$ cat src/rtl/regfile_write_arbiter.sv
// Round-robin arbiter for the single register-file write port, with a zeroing sweep after reset / init_start.
// Optional RF_ARB_R0_PROTECT_EN: writes to register 0 are accepted but never reach the register file.
module regfile_write_arbiter #(
  parameter int unsigned NUM_REQ = 3,
  parameter int unsigned DATA_W  = 32,
  parameter int unsigned ADDR_W  = 5
) (
  input  logic                         clk,
  input  logic                         clr,
  input  logic [NUM_REQ-1:0]           req_valid,
  output logic [NUM_REQ-1:0]           req_ready,
  input  logic [NUM_REQ*ADDR_W-1:0]    req_addr,
  input  logic [NUM_REQ*DATA_W-1:0]    req_data,
  input  logic                         init_start,
  output logic                         busy,
  output logic [$clog2(NUM_REQ)-1:0]   grant_id,
  output logic                         rf_write,
  output logic [ADDR_W-1:0]            rf_write_reg,
  output logic [DATA_W-1:0]            rf_write_data
);

  localparam int unsigned ID_W  = $clog2(NUM_REQ);
  localparam int unsigned SUM_W = ID_W + 1;

`ifdef RF_ARB_R0_PROTECT_EN
  localparam bit R0_PROTECT = 1'b1;
`else
  localparam bit R0_PROTECT = 1'b0;
`endif

  typedef enum logic {S_INIT, S_RUN} state_t;

  state_t              state, state_d;
  logic [ADDR_W-1:0]   cnt, cnt_d;
  logic [ID_W-1:0]     ptr, ptr_d;
  logic                busy_d;
  logic [ID_W-1:0]     gid_d;
  logic                wr_d;
  logic [ADDR_W-1:0]   reg_d;
  logic [DATA_W-1:0]   data_d;

  logic                gnt_any;
  logic [ID_W-1:0]     gnt_idx;
  logic [SUM_W-1:0]    scan_sum;

  logic [ADDR_W-1:0]   addr_arr [NUM_REQ];
  logic [DATA_W-1:0]   data_arr [NUM_REQ];

  for (genvar g = 0; g < NUM_REQ; g++) begin : g_unpack
    assign addr_arr[g] = req_addr[g*ADDR_W +: ADDR_W];
    assign data_arr[g] = req_data[g*DATA_W +: DATA_W];
  end

  // Rotating priority search starting at ptr; no grant while sweeping or restarting
  always_comb begin
    req_ready = '0;
    gnt_any   = 1'b0;
    gnt_idx   = '0;
    scan_sum  = '0;
    if (state == S_RUN && !init_start) begin
      for (int unsigned off = 0; off < NUM_REQ; off++) begin
        scan_sum = {1'b0, ptr} + SUM_W'(off);
        if (scan_sum >= SUM_W'(NUM_REQ)) scan_sum = scan_sum - SUM_W'(NUM_REQ);
        if (!gnt_any && req_valid[scan_sum[ID_W-1:0]]) begin
          gnt_any = 1'b1;
          gnt_idx = scan_sum[ID_W-1:0];
        end
      end
      if (gnt_any) req_ready[gnt_idx] = 1'b1;
    end
  end

  // Next state, sweep counter, pointer and registered write-port values
  always_comb begin
    state_d = state;
    cnt_d   = cnt;
    ptr_d   = ptr;
    gid_d   = grant_id;
    wr_d    = 1'b0;
    reg_d   = rf_write_reg;
    data_d  = rf_write_data;
    case (state)
      S_INIT: begin
        wr_d   = !(R0_PROTECT && cnt == '0);
        reg_d  = cnt;
        data_d = '0;
        cnt_d  = cnt + ADDR_W'(1);
        if (cnt == {ADDR_W{1'b1}}) state_d = S_RUN;
      end
      S_RUN: begin
        if (init_start) begin
          state_d = S_INIT;
          cnt_d   = '0;
        end else if (gnt_any) begin
          wr_d   = !(R0_PROTECT && addr_arr[gnt_idx] == '0);
          reg_d  = addr_arr[gnt_idx];
          data_d = data_arr[gnt_idx];
          gid_d  = gnt_idx;
          ptr_d  = (gnt_idx == ID_W'(NUM_REQ - 1)) ? '0 : gnt_idx + ID_W'(1);
        end
      end
      default: state_d = S_INIT;
    endcase
    busy_d = (state_d == S_INIT);
  end

  always_ff @(posedge clk) begin
    if (clr) begin
      state         <= S_INIT;
      cnt           <= '0;
      ptr           <= '0;
      busy          <= 1'b1;
      grant_id      <= '0;
      rf_write      <= 1'b0;
      rf_write_reg  <= '0;
      rf_write_data <= '0;
    end else begin
      state         <= state_d;
      cnt           <= cnt_d;
      ptr           <= ptr_d;
      busy          <= busy_d;
      grant_id      <= gid_d;
      rf_write      <= wr_d;
      rf_write_reg  <= reg_d;
      rf_write_data <= data_d;
    end
  end

endmodule

$ cat config.mk
export PLATFORM = sky130hd
export DESIGN_NAME = regfile_write_arbiter
export DESIGN_NICKNAME = d
export VERILOG_FILES = /design/src/rtl/regfile_write_arbiter.sv
export SDC_FILE = /design/constraint.sdc
export NUM_CORES = 1
export LEC_CHECK = 0
export CAP_MARGIN = 25
export CORE_ASPECT_RATIO = 0.5
export CORE_MARGIN = 4
export CORE_UTILIZATION = 39
export DETAILED_ROUTE_END_ITERATION = 10
export HOLD_SLACK_MARGIN = 0.05
export PLACE_DENSITY_LB_ADDON = 0.12
export SLEW_MARGIN = 10
export SYNTH_ARGS = -nofsm -noshare
export SYNTH_HDL_FRONTEND = slang
export SYNTH_SLANG_ARGS = --single-unit
$ cat constraint.sdc
create_clock -name clk -period 3.01 [get_ports clk]
set_input_delay 0.301 -clock clk [delete_from_list [all_inputs] [get_ports clk]]
set_output_delay 0.301 -clock clk [all_outputs]
set_load 0.05 [all_outputs]
==> After elaboration in Yosys (flattened, before gate mapping) <==
Cells that the tools add are included.
{ "op_classes": {"mux": 49, "div": 0, "eq_ne": 5, "shifts": 0, "n_mul": 0, "n_bitwise": 4, "order_cmp": 9, "add_sub_neg": 7, "reduce_logical": 9} }
{ "ops": {"columns": ["cell", "n"], "rows": [
  ["$mux 32", 4],
  ["$bmux 32 s2", 1],
  ["$pmux 32 s2", 1],
  ["$mux 5", 5],
  ["$mux 2", 12],
  ["$pmux 5 s2", 2],
  ["$mux 1", 15],
  ["$lt 2x3->1 const B", 4],
  ["$bmux 5 s2", 1],
  ["$bmux 1 s2", 3],
  ["$ge 3x2->1 const B", 2],
  ["$mux 3", 2],
  ["$sub 2x2->2 const B", 3],
  ["$add 5x1->5 const B", 1],
  ["$eq 5x5->1 const B", 1],
  ["$logic_and 1x1->1", 4],
  ["$ne 2x2->1 const B", 2],
  ["$pmux 1 s2", 2],
  ["$add 2x1->3 const B", 1],
  ["$add 2x2->3 const B", 1],
  ["$ge 3x3->1 const B", 1],
  ["$logic_not 1->1", 3],
  ["$not 1->1", 3],
  ["$not 2->3", 1],
  ["8 further kinds", 8]
]} }
{ "word_totals": {"input_bits": 117, "ramBits": 0, "romBits": 0, "mem_count": 0, "regBits": 49, "latchBits": 0, "output_inout_bits": 44} }

==> Longest topological paths before layout <==
Gate-level depths: netlist of run 1.
{ "depth": {"depth_word": 23, "depth_mapped": 12, "mapped_depth_nobuf": 9} }

==> Least setup slack after synthesis of run 1 <==
No wires, ideal clock.
{ "synth_path": {"path_type": "reg-to-output", "from": "register ptr[0]", "to": "output port req_ready[1]", "setup_slack_ns": -1.574, "path_buffers": 3, "required_ns": 2.709, "arrival_time_ns": 4.283, "path_stages_with_launch": 11, "path_cell_list": "dfxtp_1 -> inv_1 -> ha_1 -> buf_6 -> mux2i_1 -> o22a_4 -> a311o_2 -> buf_6 -> buf_4 -> nand2_1 -> a2111oi_0"} }
{ "synth_via": {"elab_chain_len": 21, "word_cells_on_any_way": 41, "cone_classes": "add/sub (5); order compare (5); mux (26); reduce/logical (5)"} }
{ "synth_rtl": {"columns": ["item", "line_no", "rtl"], "rows": [
  ["from (decl)", "35", "logic [ID_W-1:0] ptr, ptr_d;"],
  ["from (signal assigned)", "120", "ptr <= ptr_d;"],
  ["branches (longest 19 deep; another with $add 2x1->3)", null, null],
  ["$mux 3 *", "69", "if (gnt_any) req_ready[gnt_idx] = 1'b1;"],
  ["$mux 3 *", "60", "if (state == S_RUN && !init_start) begin"],
  ["to (decl)", "11", "output logic [NUM_REQ-1:0] req_ready,"]
]} }
Mark *: on every way between the ends. The select of a mux whose other input is x is not followed.

==> Final worst setup path of run 1 <==
{ "layout_path": {"from": "register ptr[0]", "to": "output port req_ready[2]"} }
Same word-level chain as after synthesis.

==> results of run 1 <==
[cell families after synthesis]
kind of cell,after synthesis
fa+ha+maj,6
compound gates,166
flops,49
buf+inv,45
xor+xnor,1
simple gates,75
mux,3
[cell usage in the layout, fill, tap and decap left out, drive strengths merged, types with 2 or more instances in the layout]
cell           count
o21a               2
nand2b             7
a22oi             18
a31oi              8
buf               21
clkbuf             5
nor2b              5
o22a               2
nand3             19
a21oi             29
mux2i              3
a211o             17
clkinv             2
nor3b              2
o21ai             42
nor3               2
o211ai             2
bufinv             2
nand2             13
or3b               3
nand3b             4
a311o              5
nor2              15
and3               2
clkdlybuf4s50    157
ha                 6
a32oi             33
dfxtp             49
inv                9
[per-stage QoR]
| step | util [%] | power, mW | hold slack, ps |
|---|---|---|---|
| after floorplan | - | 0.7655 | 431.6 |
| after global placement | 66.56 | 0.9455 | 443.9 |
| after detailed placement | 66.56 | 0.9466 | 449.4 |
| after CTS | 69.47 | 1.683 | 458.8 |
| after global routing | 69.69 | 1.736 | 481.4 |
| final | 69.69 | 1.684 | 457.6 |
[repair_timing]
| item | 4_1_cts | 5_1_grt |
|---|---|---|
| pin swaps | 0 | 2 |
| setup endpoints to repair | 1 | 3 |
| buffers inserted | 0 | 1 |
| hold buffers | 0 | 0 |
| gates resized for setup | 1 | 3 |
[metal layers]
metal	wire [µm]	vias to the layer above	global-route usage, %	share of wire, %
li1	-	1645	-	-
met1	4597	1592	28.49	43
met2	4888	151	37.40	45
met3	1148	13	7.846	11
met4	116	0	4.219	1.1
met5	0	-	0	0
[critical path, delay by kind of cell, from the launching register on]
kind	cells	cell delay, ps
fa+ha+maj	1	350
mux	1	180
buf+inv	3	440
flops	1	380
compound gates	3	940
[worst min path at each step]
stage	startpoint	endpoint	slack, ps
final	grant_id[1]$_SDFFE_PP0P_	grant_id[1]$_SDFFE_PP0P_	460
after global routing	grant_id[1]$_SDFFE_PP0P_	grant_id[1]$_SDFFE_PP0P_	480
after CTS	grant_id[1]$_SDFFE_PP0P_	grant_id[1]$_SDFFE_PP0P_	460
after detailed placement	grant_id[1]$_SDFFE_PP0P_	grant_id[1]$_SDFFE_PP0P_	450
after global placement	grant_id[0]$_SDFFE_PP0P_	grant_id[0]$_SDFFE_PP0P_	440
after floorplan	req_addr[10]	rf_write_reg[0]$_SDFFE_PP0P_	430
[power groups by stage]
stage                     clock network [mW]  logic (mW)  registers [mW]
after floorplan                            0      0.0821           0.683
after global placement                     0       0.271           0.675
after detailed placement                   0       0.271           0.675
after CTS                              0.748       0.274           0.660
after global routing                   0.781       0.294           0.661
final                                  0.746       0.277           0.660
[cell type report]
type	count	area, µm²	area share, %
Sequential cell	49	980.9	20.22
Clock inverter	3	65.06	1.341
Multi-Input combinational cell	251	1748	36.02
Tap cell	92	115.1	2.372
Inverter	10	38.79	0.7994
Clock buffer	5	125.1	2.579
Timing Repair Buffer	178	1779	36.67
==> flow_summary.yaml, run 1 <==
drt:
  wire_per_inst_um: 18.28
  dr_total_vias: 3401
  first_pass_iters: 5
  wl_mm: 10.75
  drt_iter0_markers: 243
  drtAntennaViolNets: 0
  via_per_inst: 5.784
  drc_errors: 0
setup_path:
  end_kind: "primary output"
  cp-startpoint: "ptr[0]$_SDFFE_PP0P_"
  slowest_stage: "a311o_2"
  startpoint_type: "flip-flop"
  r2r-start: "ptr[0]$_SDFFE_PP0P_"
  worstRegToRegCells: 9
  rrSetupSlack_ps: 350
  cp_cell_sequence: "inv_1 -> ha_2 -> mux2i_2 -> o22a_4 -> a311o_2 -> a21o_4 -> clkinv_2 -> buf_12"
  cp.required_ps: 2710
  cp_data_arrival_time_ps: 2600
  r2r_end: "rf_write_reg[1]$_SDFFE_PP0P_"
  crit_end: "req_ready[2]"
  cp_max_fo: 14
  worstSetupPathType: "flip-flop to primary output"
  cpPeakStageDelay_ps: 390
power:
  peakVddDrop_uv: 212.3
  pwr-share-comb_pct: 16.5
  pwr-share-clk_pct: 44.3
  p_seq_share_pct: 39.2
  p_int_mw: 1.303
  p_per_area_nw_per_um2: 347.0
  p_leak_nw: 1.601
  netSwitchingFraction_pct: 22.61
  power.switching_mw: 0.3807
global_routing:
  antenna_found_initial: 0
  grt_pass1_vias: 3261
  track_usage_pct: 22.52
  overflow: 0
  grt_pass1_wl_mm: 16.32
  grt_max_degree: 29
sta:
  finalHoldViolCount: 0
  final-setup-viol-count: 0
  maxSlewHeadroom_pct: 64.83
  min_period_ps: 2904
  period_share_pct: 96.48
  skew_ps: 3.582
  layout_setup_ws_ps: 105.9
  fmax_ghz: 0.3443
  slew_viol_final: 0
  worst_pin_slew_ps: 525.9
  tns_ps: 0
  grt_setup_unrepaired: "no"
placed_design:
  dpl-instance-area_um2: 4634
  hpwl_mm: 7.960
  place_congestion: 0.8729
  io_buffers: 160
  dp_cells: 579
  dp_slack_ps: 252.5
die:
  num_io_pins: 161
  die_x_um: 130.4
  fp.dieH_um: 69.18
  initial_core_util_pct: 41.92
  die_area_um2: 9017
  rows: 21
  core_region_area_um2: 6963
yosys:
  synth-compound-area-share_pct: 41.32
  synth_top_family_by_area: "compound AO/OA/AOI/OAI gates"
  synth_top_area_share_pct: 33.60
  syn_area_um2: 2919
  ys_ff_latch: 49
  synth-edff-count: 0
  avgSynthCellArea_um2: 8.461
  yosysTopAreaCell: "dfxtp_1"
  synthCells: 345
  synth_area_leaders: "dfxtp_1 (34%), a32oi_1 (9.9%), a211o_1 (4.8%)"
  synth-xor-area-share_pct: 0.3000
  synthSimpleGateAreaFrac_pct: 13.46
  synth_mux_area_share_pct: 1.029
  yosys.area_share.adder_pct: 2.572
  synth_most_common_cell: "dfxtp_1"
  ys.flop_type: "dfxtp_1"
  syn_nets: 468
  ys_seq_area_share_pct: 33.60
  yosys_warnings: 0
  synth_commonest_cells: "dfxtp_1 (49), a32oi_1 (33), a21oi_1 (28), o21ai_0 (28), nand3_1 (19)"
  synth_cell_type_count: 49
  ys_async_sr_fraction_pct: 0
clock_tree:
  cts.sinks: 49
  htreeDepth: 2
  path_clk_slew_ps: 70
  cts_inserted_buffers: 5
  root_buffer: "clkbuf_16"
  cts_tree: "done"
  clk_latency_ps: 300
  cts_buffer_depth: 2
layout:
  largest_reg_flops: 32
  drive_above_1_share_pct: 9.073
  final_cell_area_um2: 4852
  area_growth_pct: 66.22
  nFillCells: 581
  instances_no_fill: 588
  n_antenna_cell: 0
  nNetsFinal: 618
hold_path:
  whs_path_depth: 2
  hp-class: "flip-flop to flip-flop"
status:
  status: "finished clean"
flow_run:
  cap_violations: 0
No activity file was read; power rests on OpenSTA's default activity.
==> run 2: changes to the inputs <==
--- a/config.mk
+++ b/config.mk
@@ -10,8 +10,11 @@
 export CORE_MARGIN = 4
 export CORE_UTILIZATION = 39
 export DETAILED_ROUTE_END_ITERATION = 10
+export GPL_ROUTABILITY_DRIVEN = 0
+export GPL_TIMING_DRIVEN = 0
 export HOLD_SLACK_MARGIN = 0.05
 export PLACE_DENSITY_LB_ADDON = 0.12
+export SKIP_LAST_GASP = 1
 export SLEW_MARGIN = 10
 export SYNTH_ARGS = -nofsm -noshare
 export SYNTH_HDL_FRONTEND = slang
==> flow_summary.yaml, run 2 (synthesized netlist as in run 1, its figures left out) <==
status:
  status: "finished clean"
sta:
  maxSlewHeadroom_pct: 61.73
  fmax_ghz: 0.3406
  final-setup-viol-count: 0
  skew_ps: 3.151
  slew_viol_final: 0
  period_share_pct: 97.54
  layout_setup_ws_ps: 74.16
  worst_pin_slew_ps: 574.1
  finalHoldViolCount: 0
  min_period_ps: 2936
power:
  pwr-share-clk_pct: 37.5
  p_seq_share_pct: 43.4
  power.switching_mw: 0.3747
  p_leak_nw: 1.641
  peakVddDrop_uv: 226.7
  power_mw: 1.518
  p_per_area_nw_per_um2: 307.9
  p_int_mw: 1.143
  pwr-share-comb_pct: 19.0
  netSwitchingFraction_pct: 24.69
hold_path:
  hp-class: "flip-flop to flip-flop"
layout:
  largest_reg_flops: 32
  nNetsFinal: 641
  nFillCells: 596
  drive_above_1_share_pct: 10.79
  n_antenna_cell: 0
  final_common_cell: "clkdlybuf4s50_1"
  fin_util_pct: 70.78
  final_cell_mix: "clkdlybuf4s50_1 (157), dfxtp_1 (48), a32oi_1 (33), o21ai_0 (28), a21oi_1 (28)"
  area_growth_pct: 68.84
flow_run:
  cap_violations: 0
placed_design:
  io_buffers: 160
  dp_slack_ps: -574.2
  hpwl_mm: 8.347
setup_path:
  worstSetupPathType: "flip-flop to primary output"
  r2r_end: "rf_write_data[26]$_SDFFE_PP0P_"
  rrSetupSlack_ps: 170
  worstRegToRegCells: 10
  crit_end: "req_ready[0]"
  cp_data_arrival_time_ps: 2630
  cp.required_ps: 2710
  r2r-start: "ptr[0]$_SDFFE_PP0P_"
  end_kind: "primary output"
  cp-startpoint: "ptr[0]$_SDFFE_PP0P_"
  cp_max_fo: 10
  startpoint_type: "flip-flop"
drt:
  drc_errors: 0
  drtAntennaViolNets: 0
  wl_mm: 11.12
  first_pass_iters: 5
  via_per_inst: 5.815
  dr_total_vias: 3553
  wire_per_inst_um: 18.19
  drt_iter0_markers: 277
global_routing:
  grt_max_degree: 20
  grt_pass1_wl_mm: 16.97
  grt_pass1_vias: 3374
  overflow: 0
  track_usage_pct: 23.45
  antenna_found_initial: 0
die:
  die_x_um: 130.4
  die_area_um2: 9017
  fp.dieH_um: 69.18
  num_io_pins: 161
  core_region_area_um2: 6963
  rows: 21
  initial_core_util_pct: 41.92
clock_tree:
  htreeDepth: 2
  path_clk_slew_ps: 70
  root_buffer: "clkbuf_16"
  clk_latency_ps: 300
  cts_inserted_buffers: 5
  cts_buffer_depth: 2
  cts.sinks: 49
  cts_tree: "done"
==> run 2: worst max-delay path: stages (launching register included) <==
cell     delay (ps)
dfxtp_4         360
inv_1            60
ha_1            280
buf_6           140
mux2i_4         180
o22a_4          270
a211o_4         340
and2_4          140
buf_6           130
buf_6           140
nor3_4          110
buf_6           180
==> run 2: how the worst min path moves through the flow <==
stage	from	to	slack (ps)	cells past startpoint
after global placement	grant_id[0]$_SDFFE_PP0P_	grant_id[0]$_SDFFE_PP0P_	450	2
after CTS	grant_id[1]$_SDFFE_PP0P_	grant_id[1]$_SDFFE_PP0P_	460	2
after floorplan	req_addr[10]	rf_write_reg[0]$_SDFFE_PP0P_	430	2
after detailed placement	grant_id[0]$_SDFFE_PP0P_	grant_id[0]$_SDFFE_PP0P_	450	2
after global routing	grant_id[1]$_SDFFE_PP0P_	grant_id[1]$_SDFFE_PP0P_	480	2
final	grant_id[0]$_SDFFE_PP0P_	grant_id[0]$_SDFFE_PP0P_	460	2
==> run 2: timing repair <==
item,4_1_cts,5_1_grt
gates resized for setup,27,13
setup buffers,3,6
pin swaps,1,6
endpoints found under the setup margin,3,22
hold buffers,0,0
==> run 2: power groups by stage <==
stage / combinational [mW] / clock (mW) / sequential (mW)
after floorplan: 0.0821 / 0 / 0.683
after global placement: 0.271 / 0 / 0.674
after detailed placement: 0.273 / 0 / 0.675
after CTS: 0.278 / 0.581 / 0.660
after global routing: 0.308 / 0.609 / 0.660
final: 0.289 / 0.570 / 0.659
==> run 2: final cells by class <==
class	instances	area [µm²]	share of cell area, %
Sequential cell	49	984.7	19.98
Tap cell	92	115.1	2.336
Timing Repair Buffer	170	1678	34.04
Inverter	10	40.04	0.8124
Clock buffer	6	128.9	2.615
Multi-Input combinational cell	251	1784	36.20
Clock inverter	2	15.01	0.3046
Buffer	31	182.7	3.707
==> run 2: per-layer routing <==
layer | GRT usage (%) | vias up | wire length (µm) | share of wire, %
met1 | 29.48 | 1683 | 4578 | 41
li1 | - | 1690 | - | -
met3 | 9.077 | 9 | 1290 | 12
met4 | 4.333 | 0 | 91 | 0.82
met2 | 38.54 | 171 | 5156 | 46
met5 | 0 | - | 0 | 0
==> run 2: stage by stage <==
stage | setup TNS, ps | cells | hold WS, ps | area (µm²)
2_1_floorplan | -226.0 | 345 | 431.6 | 2930
3_3_place_gp | -1383 | 597 | 446.2 | 4647
3_5_place_dp | -1456 | 597 | 450.5 | 4647
4_1_cts | -68.37 | 606 | 460.7 | 4816
5_1_grt | -85.64 | 611 | 481.1 | 4928
6_report | 0 | 611 | 460.7 | 4928
